==> src/rtl/uart_prog_loader.sv <==
// Boot loader: receives 8N1 UART bytes, packs them MSB-byte first into 32-bit words and
// writes them to instruction memory until the end-of-program word arrives.
module uart_prog_loader #(
  parameter int unsigned CLKS_PER_BIT = 86,
  parameter int unsigned ADDR_W       = 14,
  parameter int unsigned MEM_DEPTH    = 16384,
  parameter logic [31:0] EOP_WORD     = 32'h00000FFF
) (
  input  logic              clk_i,
  input  logic              rst_ni,
  input  logic              en_i,
  input  logic              rx_i,
  output logic              we_o,
  output logic [ADDR_W-1:0] addr_o,
  output logic [31:0]       wdata_o,
  output logic              busy_o,
  output logic              done_o,
  output logic              frame_err_o,
  output logic              ovf_o
);

  localparam int unsigned CntW = $clog2(CLKS_PER_BIT + 1);
  localparam logic [CntW-1:0] HalfM1 = CntW'(CLKS_PER_BIT / 2 - 1);
  localparam logic [CntW-1:0] FullM1 = CntW'(CLKS_PER_BIT - 1);

  localparam logic [2:0] StIdle    = 3'd0;
  localparam logic [2:0] StStart   = 3'd1;
  localparam logic [2:0] StData    = 3'd2;
  localparam logic [2:0] StStop    = 3'd3;
  localparam logic [2:0] StCleanup = 3'd4;

  logic            rx_meta_q, rx_s_q;
  logic [2:0]      state_q, state_d;
  logic [CntW-1:0] clk_cnt_q, clk_cnt_d;
  logic [2:0]      bit_idx_q, bit_idx_d;
  logic [7:0]      shift_q, shift_d;
  logic            byte_valid_q, byte_valid_d;
  logic [1:0]      byte_cnt_q, byte_cnt_d;
  logic [31:0]     word_q, word_d, word_asm;
  logic            we_q, we_d;
  logic [31:0]     wdata_q, wdata_d;
  // One extra bit so that addr == MEM_DEPTH is representable for overflow detection.
  logic [ADDR_W:0] addr_q, addr_d;
  logic            done_q, done_d;
  logic            frame_err_q, frame_err_d;
  logic            ovf_q, ovf_d;

  always_ff @(posedge clk_i or negedge rst_ni) begin
    if (!rst_ni) begin
      rx_meta_q <= 1'b1;
      rx_s_q    <= 1'b1;
    end else begin
      rx_meta_q <= rx_i;
      rx_s_q    <= rx_meta_q;
    end
  end

  always_comb begin
    state_d      = state_q;
    clk_cnt_d    = clk_cnt_q;
    bit_idx_d    = bit_idx_q;
    shift_d      = shift_q;
    byte_valid_d = 1'b0;
    frame_err_d  = frame_err_q;
    if (!en_i) begin
      state_d = StIdle;
    end else begin
      unique case (state_q)
        StIdle: begin
          if (!rx_s_q && !done_q) begin
            state_d   = StStart;
            clk_cnt_d = '0;
          end
        end
        StStart: begin
          if (clk_cnt_q == HalfM1) begin
            clk_cnt_d = '0;
            bit_idx_d = '0;
            state_d   = rx_s_q ? StIdle : StData;
          end else begin
            clk_cnt_d = clk_cnt_q + CntW'(1);
          end
        end
        StData: begin
          if (clk_cnt_q == FullM1) begin
            clk_cnt_d = '0;
            shift_d   = {rx_s_q, shift_q[7:1]};
            if (bit_idx_q == 3'd7) state_d = StStop;
            else                   bit_idx_d = bit_idx_q + 3'd1;
          end else begin
            clk_cnt_d = clk_cnt_q + CntW'(1);
          end
        end
        StStop: begin
          if (clk_cnt_q == FullM1) begin
            clk_cnt_d = '0;
            state_d   = StCleanup;
            if (rx_s_q) byte_valid_d = 1'b1;
            else        frame_err_d  = 1'b1;
          end else begin
            clk_cnt_d = clk_cnt_q + CntW'(1);
          end
        end
        StCleanup: begin
          // After a framing error the line may still be low; wait for idle.
          if (rx_s_q) state_d = StIdle;
        end
        default: state_d = StIdle;
      endcase
    end
  end

  always_comb begin
    word_asm = word_q;
    unique case (byte_cnt_q)
      2'd0: word_asm[31:24] = shift_q;
      2'd1: word_asm[23:16] = shift_q;
      2'd2: word_asm[15:8]  = shift_q;
      2'd3: word_asm[7:0]   = shift_q;
      default: word_asm = word_q;
    endcase
  end

  always_comb begin
    byte_cnt_d = byte_cnt_q;
    word_d     = word_q;
    we_d       = 1'b0;
    wdata_d    = wdata_q;
    addr_d     = addr_q;
    done_d     = done_q;
    ovf_d      = ovf_q;
    if (we_q) addr_d = addr_q + (ADDR_W + 1)'(1);
    if (!en_i) begin
      byte_cnt_d = '0;
    end else if (byte_valid_q) begin
      word_d     = word_asm;
      byte_cnt_d = byte_cnt_q + 2'd1;
      if (byte_cnt_q == 2'd3) begin
        if (word_asm == EOP_WORD) begin
          done_d = 1'b1;
        end else if (addr_q < (ADDR_W + 1)'(MEM_DEPTH)) begin
          we_d    = 1'b1;
          wdata_d = word_asm;
        end else begin
          ovf_d = 1'b1;
        end
      end
    end
  end

  always_ff @(posedge clk_i or negedge rst_ni) begin
    if (!rst_ni) begin
      state_q      <= StIdle;
      clk_cnt_q    <= '0;
      bit_idx_q    <= '0;
      shift_q      <= '0;
      byte_valid_q <= 1'b0;
      byte_cnt_q   <= '0;
      word_q       <= '0;
      we_q         <= 1'b0;
      wdata_q      <= '0;
      addr_q       <= '0;
      done_q       <= 1'b0;
      frame_err_q  <= 1'b0;
      ovf_q        <= 1'b0;
    end else begin
      state_q      <= state_d;
      clk_cnt_q    <= clk_cnt_d;
      bit_idx_q    <= bit_idx_d;
      shift_q      <= shift_d;
      byte_valid_q <= byte_valid_d;
      byte_cnt_q   <= byte_cnt_d;
      word_q       <= word_d;
      we_q         <= we_d;
      wdata_q      <= wdata_d;
      addr_q       <= addr_d;
      done_q       <= done_d;
      frame_err_q  <= frame_err_d;
      ovf_q        <= ovf_d;
    end
  end

  assign we_o        = we_q;
  assign addr_o      = addr_q[ADDR_W-1:0];
  assign wdata_o     = wdata_q;
  assign busy_o      = (state_q != StIdle) || (byte_cnt_q != 2'd0);
  assign done_o      = done_q;
  assign frame_err_o = frame_err_q;
  assign ovf_o       = ovf_q;

endmodule
==> config.mk <==
export PLATFORM = sky130hd
export DESIGN_NAME = uart_prog_loader
export DESIGN_NICKNAME = d
export VERILOG_FILES = /design/src/rtl/uart_prog_loader.sv
export SDC_FILE = /design/constraint.sdc
export NUM_CORES = 1
export LEC_CHECK = 0
export ABC_AREA = 1
export CAP_MARGIN = 10
export CORE_ASPECT_RATIO = 1.4
export CORE_UTILIZATION = 30
export CTS_BUF_LIST = sky130_fd_sc_hd__clkbuf_4
export CTS_CLUSTER_SIZE = 8
export DETAILED_ROUTE_END_ITERATION = 8
export GPL_ROUTABILITY_DRIVEN = 1
export GPL_TIMING_DRIVEN = 0
export SETUP_SLACK_MARGIN = 0.5
export SYNTH_ARGS = -nofsm -noshare
export SYNTH_HDL_FRONTEND = slang
export SYNTH_SLANG_ARGS = --single-unit
==> constraint.sdc <==
create_clock -name clk_i -period 1.63 [get_ports clk_i]
set_input_delay 0.326 -clock clk_i [delete_from_list [all_inputs] [get_ports clk_i]]
set_output_delay 0.326 -clock clk_i [all_outputs]
set_load 0.02 [all_outputs]
== Word level (Yosys, flattened, before mapping) ==
Cells that the tools add are included.

* Equal/unequal tests: 22
* Multiplexer cells: 32
* Multiply operators: 0
* $lt $le $gt $ge: 1
* Div/mod/pow operators: 0
* Bitwise logic cells: 3
* Shift operators: 0
* Add/sub/neg operators: 4
* Reductions and logical operators: 20

{| class="wikitable"
|+ Operator list
! operator !! count
|-
| 32-bit by 12-bit equality test with 1-bit output (second input constant) || 1
|-
| 8-bit two-way mux || 4
|-
| 3-bit two-way mux || 10
|-
| 7-bit two-way mux || 3
|-
| 7-bit case mux with 3 select lines || 1
|-
| 3-bit != test (second input constant) || 6
|-
| 15-bit by 1-bit adder with 15-bit output (second input constant) || 1
|-
| 15-bit less-than comparator (second input constant) || 1
|-
| 3-bit case mux with 5 select lines || 1
|-
| 5-bit AND reduction || 3
|-
| 1-bit two-way mux || 9
|-
| 2-bit != test (second input constant) || 4
|-
| 4-bit AND reduction || 2
|-
| 7-bit by 1-bit adder with 7-bit output (second input constant) || 1
|-
| 7-bit by 6-bit equality test with 1-bit output (second input constant) || 1
|-
| 7-bit equality test (second input constant) || 1
|-
| 3-bit by 2-bit equality test with 1-bit output (second input constant) || 2
|-
| 3-bit equality test (second input constant) || 2
|-
| 2-bit two-way mux || 3
|-
| 3-bit case mux with 2 select lines || 1
|-
| 3-bit AND reduction || 2
|-
| 6-bit AND reduction || 1
|-
| 3-bit nonzero test || 2
|-
| 2-bit equality test (second input constant) || 2
|-
| other kinds (14) || 18
|}

* Memories: 0
* Latch bits: 0
* Flip-flop bits (word level): 109
* RAM bits: 0
* Memory bits (read-only): 0
* Output and inout port bits: 51
* Logic and storage cells: 97
* Input port bits: 4

== Depth between registers and ports, before layout ==
Gate-level depths: netlist of run 1.

* Depth in word-level cells: 7
* Gate-level depth with buffers: 15
* Depth with buffers taken out: 13

== Worst setup path before layout of run 1 ==
OpenSTA, ideal clock, no wires.

* Path kind: register to register
* Start: register byte_cnt_q[0]
* End: register wdata_q[2] (netlist: wdata_o[2])
* Required time: 1.512 ns
* Path buffers: 2
* Stages on the path, launching flop included: 15
* Clock period less this slack: 1.782 ns
* Data arrival time: 1.664 ns
* Setup slack: -0.152 ns
* Library setup time: 0.118 ns
* Cells stage by stage: dfrtp_1 > inv_1 > ha_1 > buf_6 > clkinv_2 > nand2_1 > nand2_1 > nand2_1 > nor2_1 > nand2_1 > nor2_1 > nand2_2 > buf_2 > nand4_1 > nand2_1

* Word-level cells in the longest chain between the ends: 5
* Elaborated cells on any way between the ends: 11
* Classes of those cells: 4 x eq/ne; 4 x mux; 1 x bitwise; 2 x reduce/logical

{| class="wikitable"
|+ RTL lines
! element !! RTL line !! text
|-
| start: declaration || 38 || <nowiki>logic [1:0] byte_cnt_q, byte_cnt_d;</nowiki>
|-
| start signal: assignment || 172 || <nowiki>byte_cnt_q <= byte_cnt_d;</nowiki>
|-
| 2-bit equality test (tied with other cells) || 115, 138 ||
|-
| 8-bit two-way mux || 115 || <nowiki>unique case (byte_cnt_q)</nowiki>
|-
| 32-bit by 12-bit equality test with 1-bit output || 139 || <nowiki>if (word_asm == EOP_WORD) begin</nowiki>
|-
| 1-bit NOT (no source line) || - ||
|-
| 5-bit AND reduction (no source line) || - ||
|-
| end signal: assignment || 175 || <nowiki>wdata_q <= wdata_d;</nowiki>
|-
| end: declaration || 41 || <nowiki>logic [31:0] wdata_q, wdata_d;</nowiki>
|}

Parallel ways exist; a longest one is shown, timed or not.
A chain may end at the register's enable or synchronous reset.

== Final worst setup path of run 1 ==
* Start: register byte_cnt_q[0]
* End: register wdata_q[7] (netlist: wdata_o[7])

The elaborated chain is that of the path after synthesis.

==> results_dict.tcl, run 1 <==
set metrics [dict create \
    maxSlewHeadroom_pct 68.5 \
    synth_flop_cell "dfrtp_1" \
    hold_viol 0 \
    viasPerCell 4.56 \
    grt_start_max_net_pins 59 \
    synth-edff-count 0 \
    min_path_cells 1 \
    hold_path.class "in2reg" \
    ys_warn_count 0 \
    fin_skew_ns 0.0250 \
    cts_buffer_depth 2 \
    rsz0062_at_grt "yes" \
    r2r-start "byte_cnt_q[0]$_DFFE_PN0P_" \
    grt_pass1_vias 5011 \
    syn_nets 681 \
    dp.cells 958 \
    violations "negative setup slack" \
    io_buffers 54 \
    drt_iter0_markers 234 \
    area_growth_pct 65.4 \
    hold_path.startpoint "rx_i" \
    worst_pin_slew_ns 0.473 \
    p_leak_nw 4.55 \
    final_cells 1123 \
    whs_ns 0.239 \
    ys_seq_elements 109 \
    rows 57 \
    place_area_mm2 0.00641 \
    period_share_pct 132 \
    crit_path_start_kind "flip-flop" \
    ff2ff_path_depth 16 \
    ys_seq_area_share_pct 51.0 \
    power_density_mw_per_mm2 610 \
    finalSetupViolations 42 \
    drtAntennaViolNets 0 \
    io_pins 55 \
    maxSlewViolCount 0 \
    fp.dieH_um 160 \
    dr.pass1.iters 6 \
    worst-setup-path-type "reg2reg" \
    drc_errors 0 \
    r2r_end "wdata_o[7]$_DFFE_PN0P_" \
    worst-path-max-fanout 8 \
    crit_path_end_kind "flip-flop" \
    grt_pass1_wl_um 24600 \
    wire_per_inst_um 13.8 \
    fin_nets 895 \
    track_usage_pct 17.1 \
    synth_area_mm2 0.00535 \
    gp_congestion 0.839 \
    drive_gt1_share_pct 51.4 \
    ir_drop_mv 0.321 \
    fin_crit_ns 2.15 \
    worstPathArrival_ns 2.57 \
    power.total_w 0.00540 \
    routed_wl_um 15500 \
    syn_inst 667 \
    status "finished, violations left" \
    cts_tree "done" \
    cts-root-buf "clkbuf_4" \
    finalWorstSetupSlack_ns -0.525 \
    start_util_pct 30.8 \
    grt_antenna_before_repair 1 \
    r2r_slack_ns -0.52 \
    cp-startpoint "byte_cnt_q[0]$_DFFE_PN0P_" \
    critical_path_required_ns 2.04 \
    fmax_mhz 464 \
    fp.dieW_um 115 \
    stdcell_area_mm2 0.00885 \
    cts.sinks 109 \
    die_area_mm2 0.0184 \
    numCtsBuffers 9 \
    clock_latency_ns 0.48 \
    vias 5121 \
    synth_cell_types 33 \
    min_to "rx_meta_q$_DFF_PN1_" \
    clkTransAtPathRegs_ns 0.16 \
    cap_violations 0 \
    dpl.hpwl_um 8940 \
    cts_max_level 3 \
    synthArstFlopShare_pct 100 \
    grt_overflow 0 \
    synth.avg_cell_area_um2 8.03 \
    coreArea_mm2 0.0174 \
]
## cells by family (layout without fill, tap and decap cells)
kind of cell	count (synthesis)	in the layout	share of synthesized area [%]
AOI/OAI and AO/OA	62	62	6.29
adders and majority gates	10	10	2.34
buffers and inverters	121	340	10.6
and+or+nand+nor	350	350	27.3
DFF	109	109	51.0
other	0	1	0
xor gates and xnor gates	15	15	2.45
## report_power, final
group | switching, W | internal (W) | total, W
clock | 0.000919 | 0.000326 | 0.00125
combinational | 0.000720 | 0.000535 | 0.00125
sequential | 0.000117 | 0.00279 | 0.00290
total | 0.00176 | 0.00365 | 0.00540
## through the flow
step	worst slack, ns	utilization (%)	TNS (ns)
2_1_floorplan	-0.146	-	-4.51
3_3_place_gp	-4.57	36.6	-488.92
3_5_place_dp	-0.778	36.8	-41.69
4_1_cts	-0.463	46.4	-16.20
5_1_grt	-0.656	50.9	-23.84
6_report	-0.525	50.9	-17.78
## synth_stat cells, drive strengths merged, types with 4 or more instances
cell / instances / area share (%)
nand2: 254 / 18
dfrtp: 107 / 50
inv: 81 / 5.7
o21ai: 51 / 5.0
nand4: 35 / 4.1
nor2: 35 / 2.6
buf: 25 / 3.7
nand3: 12 / 1.4
clkbuf: 11 / 0.77
nor3: 11 / 1.0
xor2: 11 / 1.8
ha: 10 / 2.3
clkinv: 4 / 0.40
xnor2: 4 / 0.65
## critical path, stage by stage, from the launching register on
cell and delay, ns:
dfrtp_1 0.42, inv_2 0.08, ha_4 0.20, buf_12 0.15, inv_8 0.08, nand2_1 0.06, nand2_2 0.11, nand2_1 0.08
nor2_2 0.12, nand2_2 0.09, nor2_4 0.10, nand2_4 0.09, nand3_4 0.14, buf_12 0.13, buf_8 0.11, nand2_1 0.05
nand2_1 0.06
## timing repair
item                                    CTS  global route
pin swaps                                80            69
setup buffers                            97            41
hold buffers                              1             0
resized for setup                       499           139
hold endpoints to repair                 49             0
gates cloned                              9             0
endpoints found under the setup margin  152           175
## cells in the final DEF (no fill, tap or decap), types with 3 or more instances in the layout
cell type,synthesis,final
nand2_1,252,155
inv_4,1,5
o21ai_2,3,24
clkbuf_1,11,4
dfrtp_1,107,100
ha_4,0,7
dfrtp_2,0,7
nand3_1,11,4
nand2_2,2,73
nand4_1,35,35
buf_2,3,3
ha_1,10,3
buf_12,0,7
nor2_2,0,12
nor3_4,0,5
inv_2,0,10
nor2_1,34,13
buf_4,15,97
o21ai_4,0,4
nor2_4,1,10
inv_1,80,65
clkbuf_8,0,3
buf_8,0,7
buf_16,0,4
o21bai_1,3,3
clkbuf_4,0,10
o21ai_1,2,12
o21ai_0,46,11
xor2_1,11,11
nand2_4,0,26
buf_6,6,108
clkinvlp_4,0,4
nor3_2,0,4
nand3_4,1,6
## sequential cells by signal, summed over array words and instances, names as in the netlist
name and count:
shift_q 8, frame_err_o 1, done_o 1, byte_cnt_q 2, word_q 32, byte_valid_q 1, ovf_o 1, addr_q 15
we_o 1, wdata_o 32, rx_meta_q 1, state_q 3, rx_s_q 1, bit_idx_q 3, clk_cnt_q 7
## cell type report
class	instances	area, µm²
inverter	85	360
antenna	1	2.50
clock buffer	10	75.1
buffer	36	385
timing repair buffer	203	2030
tap	236	295
fill	1543	8550
clock inverter	6	40.0
multi-input combinational	437	2930
sequential	109	2740
## how the worst max path moves through the flow
stage,slack [ns],depth (start not counted),end
CTS,-0.46,15,wdata_o[7]$_DFFE_PN0P_
detailed placement,-0.78,6,wdata_o[7]$_DFFE_PN0P_
global route,-0.66,16,wdata_o[9]$_DFFE_PN0P_
floorplan,-0.15,15,wdata_o[10]$_DFFE_PN0P_
finish,-0.52,16,wdata_o[7]$_DFFE_PN0P_
global placement,-4.57,1,we_o$_DFF_PN0_
## per-layer routing
layer	vias to the layer above	track usage (%)	routed length (µm)
met5	-	0	0
met4	0	5.90	413
li1	2517	-	-
met2	99	32.3	8710
met1	2477	18.9	5910
met3	28	2.62	451
No activity file was read; power rests on OpenSTA's default activity.
==> run 2, diff against run 1 <==
==> constraint.sdc (replaced) <==
create_clock -name clk_i -period 1.63 [get_ports clk_i]
set_input_delay 0.326 -clock clk_i [delete_from_list [all_inputs] [get_ports clk_i]]
set_output_delay 0.326 -clock clk_i [all_outputs]
set_load 0.005 [all_outputs]
==> results_dict.tcl, run 2 (synthesis gave the netlist of run 1 again) <==
set metrics [dict create \
    status "finished, violations left" \
    violations "negative setup slack" \
    tns_ns -19.04 \
    worst-path-max-fanout 5 \
    area_growth_pct 59.2 \
    viasPerCell 4.58 \
    p_sw_share_pct 30.2 \
    critical_path_required_ns 2.01 \
    grt_antenna_before_repair 1 \
    final_cell_mix "nand2_1, dfrtp_1, buf_6" \
    ir_drop_mv 0.439 \
    power_density_mw_per_mm2 690 \
    rows 57 \
    crit_path_start_kind "flip-flop" \
    maxSlewViolCount 0 \
    seq_power_share_pct 49.2 \
    period_share_pct 133 \
    crit_path_end_kind "flip-flop" \
    track_usage_pct 16.8 \
    cts_max_level 3 \
    fin_nets 873 \
    place_area_mm2 0.00637 \
    drtAntennaViolNets 0 \
    n_fill_cell 1636 \
    maxSlewHeadroom_pct 71.0 \
    die_area_mm2 0.0184 \
    coreArea_mm2 0.0174 \
    layout_commonest_cell "nand2_1" \
    power.total_w 0.00588 \
    gp_congestion 0.820 \
    numCtsBuffers 9 \
    drc_errors 0 \
    io_buffers 54 \
    io_pins 55 \
    fin_crit_ns 2.17 \
    grt_start_max_net_pins 59 \
    dp.cells 958 \
    fin_util_pct 49.0 \
    dpl.hpwl_um 8990 \
    stdcell_area_mm2 0.00852 \
    cts_buffer_depth 2 \
    finalSetupViolations 48 \
    p_leak_nw 4.48 \
    cap_violations 0 \
    rsz0062_at_grt "yes" \
    pwr-share-comb_pct 20.6 \
    cts-root-buf "clkbuf_4" \
    grt_pass1_vias 5028 \
    worst_pin_slew_ns 0.435 \
    power.switching_w 0.00177 \
    clockPowerShare_pct 30.2 \
    finalWorstSetupSlack_ns -0.535 \
    worst-setup-path-type "reg2reg" \
    grt_overflow 0 \
    grt_pass1_wl_um 24400 \
    start_util_pct 30.8 \
    internal_power_w 0.00411 \
    fin_skew_ns 0.0219 \
    fp.dieH_um 160 \
    fmax_mhz 462 \
    cts_tree "done" \
    hold_viol 0 \
    cts.sinks 109 \
    fp.dieW_um 115 \
    final_cells 1101 \
    drt_iter0_markers 222 \
    clkTransAtPathRegs_ns 0.17 \
    clock_latency_ns 0.48 \
    routed_wl_um 15300 \
    wire_per_inst_um 13.9 \
    dr.pass1.iters 5 \
    hold_path.class "in2reg" \
    worstPathArrival_ns 2.54 \
    vias 5042 \
    drive_gt1_share_pct 49.5 \
]
## run 2: cell type report
type                    count  area (µm²)  area share, %
multi-input cells         437        2910           34.1
plain buffers              36         379           4.45
clock inverters             7         125           1.47
well taps                 236         295           3.46
diodes                      1        2.50         0.0294
clock buffers               9        67.6          0.793
flip-flops and latches    109        2740           32.1
repair buffers            181        1630           19.2
inverters                  85         372           4.36
## run 2: worst max-delay path, cell delays in order, from the launching register on
cell	delay, ns
dfrtp_1	0.43
buf_6	0.13
buf_6	0.11
ha_4	0.19
buf_8	0.14
o21ai_4	0.12
nand2_1	0.07
nor2_1	0.09
nand2_1	0.09
nor2_2	0.15
nand2_4	0.10
buf_12	0.15
clkbuf_16	0.14
nand4_1	0.07
nand2_1	0.07
## run 2: per-layer routing
metal	part of all wire [%]	vias up	global-route usage, %
met5	0	-	0
met4	2.1	0	5.96
met3	2.4	20	2.35
met2	57	92	31.8
met1	38	2462	18.6
li1	-	2468	-
## run 2: path summary, 6_finish.rpt
kind                                     endpoint  slack, ns  cells past startpoint                      start
max in group asynchronous     rx_meta_q$_DFF_PN1_       0.62                      3                     rst_ni
max                        wdata_o[9]$_DFFE_PN0P_      -0.54                     14  byte_cnt_q[0]$_DFFE_PN0P_
min reg2reg                      rx_s_q$_DFF_PN1_       0.37                      0        rx_meta_q$_DFF_PN1_
min                           rx_meta_q$_DFF_PN1_       0.24                      1                       rx_i
min in group asynchronous  wdata_o[6]$_DFFE_PN0P_       0.35                      2                     rst_ni
max reg2reg                wdata_o[9]$_DFFE_PN0P_      -0.54                     14  byte_cnt_q[0]$_DFFE_PN0P_
## run 2: power groups by stage
| stage | combinational [W] | sequential, W | clock, W |
|---|---|---|---|
| after floorplan | 0.000434 | 0.00290 | 0 |
| after global placement | 0.000623 | 0.00292 | 0 |
| after detailed placement | 0.000638 | 0.00292 | 0 |
| after CTS | 0.00100 | 0.00287 | 0.00181 |
| after global routing | 0.00131 | 0.00291 | 0.00192 |
| final | 0.00121 | 0.00289 | 0.00178 |
## run 2: through the flow
step	hold slack (ns)	setup slack [ns]
5_1_grt	0.226	-0.630
3_5_place_dp	0.312	-0.709
6_report	0.237	-0.535
2_1_floorplan	0.0304	-0.140
4_1_cts	0.219	-0.477
3_3_place_gp	0.347	-4.15
## run 2: repair_timing
| item | in CTS | in global routing |
|---|---|---|
| hold buffers | 1 | 0 |
| gates resized for setup | 419 | 149 |
| gates cloned | 7 | 2 |
| setup endpoints to repair | 152 | 161 |
| hold endpoints to repair | 51 | 0 |
| pin swaps | 65 | 60 |
| setup buffers | 85 | 31 |
==> run 3, diff against run 2 <==
--- a/config.mk
+++ b/config.mk
@@ -8,12 +8,13 @@
 export ABC_AREA = 1
 export CAP_MARGIN = 10
 export CORE_ASPECT_RATIO = 1.4
-export CORE_UTILIZATION = 30
+export CORE_UTILIZATION = 52
 export CTS_BUF_LIST = sky130_fd_sc_hd__clkbuf_4
 export CTS_CLUSTER_SIZE = 8
 export DETAILED_ROUTE_END_ITERATION = 8
 export GPL_ROUTABILITY_DRIVEN = 1
 export GPL_TIMING_DRIVEN = 0
+export PLACE_DENSITY = 0.77
 export SETUP_SLACK_MARGIN = 0.5
 export SYNTH_ARGS = -nofsm -noshare
 export SYNTH_HDL_FRONTEND = slang
==> results_dict.tcl, run 3 (synthesis gave the netlist of run 1 again) <==
set metrics [dict create \
    status "finished, violations left" \
    violations "negative hold slack, negative setup slack" \
    cp.buffers_inverters 4 \
    critical_path_required_ns 2.04 \
    fp.dieH_um 122 \
    rsz0062_at_grt "yes" \
    vias 5664 \
    place_area_mm2 0.00624 \
    ir_drop_mv 0.807 \
    coreArea_mm2 0.00995 \
    ff2ff_path_depth 15 \
    layout_commonest_cell "nand2_1" \
    viasPerCell 5.69 \
    dpl.hpwl_um 8460 \
    tns_ns -24.72 \
    io_pins 55 \
    drc_errors 0 \
    power_density_mw_per_mm2 677 \
    p_leak_nw 4.39 \
    n_antenna_cell 0 \
    gp_congestion 0.903 \
    rows 43 \
    cts_buffer_depth 2 \
    start_util_pct 53.8 \
    dr.pass1.iters 7 \
    fmax_mhz 428 \
    worst_pin_slew_ns 0.581 \
    crit_path_start_kind "flip-flop" \
    r2r-start "byte_cnt_q[1]$_DFFE_PN0P_" \
    routed_wl_um 18800 \
    fp.dieW_um 87.8 \
    drt_iter0_markers 549 \
    grt_pass1_vias 5050 \
    maxSlewViolCount 0 \
    stdcell_area_mm2 0.00815 \
    die_area_mm2 0.0107 \
    r2r_slack_ns -0.71 \
    cts_max_level 3 \
    worst-path-max-fanout 7 \
    maxSlewHeadroom_pct 61.3 \
    n_fill_cell 488 \
    final_cell_mix "nand2_1, dfrtp_1, buf_6" \
    io_buffers 54 \
    slowest_stage "dfrtp_1" \
    drive_gt1_share_pct 46.1 \
    worstPathArrival_ns 2.75 \
    cp_slowest_stage_delay_ns 0.45 \
    area_growth_pct 52.2 \
    grt_overflow 0 \
    crit_family "simple AND/OR/NAND/NOR gates" \
    cpMostUsedCell "nand2_1" \
    whs_ns -0.163 \
    fin_util_pct 81.9 \
    clock_latency_ns 0.48 \
    crit_path_end_kind "flip-flop" \
    numCtsBuffers 9 \
    period_share_pct 143 \
    worst-setup-path-type "reg2reg" \
    cts_tree "done" \
    clkTransAtPathRegs_ns 0.17 \
    fin_crit_ns 2.34 \
    hold_viol 39 \
    cts-root-buf "clkbuf_4" \
    fin_skew_ns 0.0230 \
    cap_violations 0 \
    track_usage_pct 28.6 \
    finalWorstSetupSlack_ns -0.708 \
    hold_path.class "in2async" \
    grt_pass1_wl_um 23500 \
    cts.sinks 109 \
    r2r_end "wdata_o[31]$_DFFE_PN0P_" \
    fin_nets 872 \
    grt_antenna_before_repair 0 \
    drtAntennaViolNets 0 \
    cp_cell_sequence "inv_2 -> buf_6 -> ha_4 -> buf_8 -> nand2_1 -> nand2_2 -> nand2_1 -> nor2_1 -> nand2_2 -> nor2_4 -> nand2_4 -> nand3_4 -> clkbuf_16 -> nand2_1 -> nand2_1" \
    grt_start_max_net_pins 69 \
    finalSetupViolations 50 \
    wire_per_inst_um 18.9 \
]
==> run 3: stage by stage <==
step	setup slack [ns]	cells	total power [W]
CTS	-0.463	953	0.00510
floorplan	-0.140	667	0.00333
global route	-0.800	996	0.00569
finish	-0.708	996	0.00552
global placement	-3.83	856	0.00352
detailed placement	-0.635	857	0.00355
==> run 3: area by class of cell <==
| class | instances | area, µm² | share of cell area (%) |
|---|---|---|---|
| Buffer | 36 | 363 | 4.45 |
| Sequential cell | 109 | 2740 | 33.6 |
| Tap cell | 135 | 169 | 2.07 |
| Inverter | 85 | 362 | 4.44 |
| Timing Repair Buffer | 179 | 1590 | 19.5 |
| Clock inverter | 4 | 17.5 | 0.215 |
| Multi-Input combinational cell | 437 | 2830 | 34.7 |
| Clock buffer | 10 | 75.1 | 0.921 |
| Timing Repair inverter | 1 | 5.00 | 0.0614 |
==> run 3: what timing repair did <==
action,in CTS,in global routing
resized for setup,418,102
endpoints found under the setup margin,153,156
gates cloned,4,3
endpoints found under the hold margin,39,39
pin swaps,44,50
buffers inserted,78,40
==> run 3: worst max path at each step <==
stage / startpoint / end / slack, ns / cells past startpoint
floorplan: byte_cnt_q[0]$_DFFE_PN0P_ / wdata_o[23]$_DFFE_PN0P_ / -0.14 / 15
global placement: rst_ni / wdata_o[29]$_DFFE_PN0P_ / -3.83 / 1
global route: byte_cnt_q[1]$_DFFE_PN0P_ / wdata_o[0]$_DFFE_PN0P_ / -0.80 / 15
CTS: byte_cnt_q[1]$_DFFE_PN0P_ / wdata_o[7]$_DFFE_PN0P_ / -0.46 / 14
finish: byte_cnt_q[1]$_DFFE_PN0P_ / wdata_o[31]$_DFFE_PN0P_ / -0.71 / 15
detailed placement: en_i / wdata_o[10]$_DFFE_PN0P_ / -0.63 / 6
==> run 3: worst register-to-register path: stages (launching register included) <==
cell and delay, ns:
dfrtp_1 0.45, inv_2 0.12, buf_6 0.11, ha_4 0.19, buf_8 0.15, nand2_1 0.10, nand2_2 0.10, nand2_1 0.06
nor2_1 0.13, nand2_2 0.11, nor2_4 0.15, nand2_4 0.10, nand3_4 0.20, clkbuf_16 0.19, nand2_1 0.07, nand2_1 0.07
==> run 3: layer usage <==
metal  global-route usage [%]  part of all wire (%)  up-vias
li1                         -                     -     2455
met2                     50.9                    52      372
met5                        0                     0        -
met3                     2.98                   6.5      102
met1                     33.4                    36     2735
met4                     15.1                   5.4        0
==> run 3: where the power goes <==
part / leakage [nW] / internal, W / switching [W]
registers: 1.48 / 0.00279 / 0.000116
logic: 2.85 / 0.000649 / 0.000786
clock network: 0.0570 / 0.000302 / 0.000878
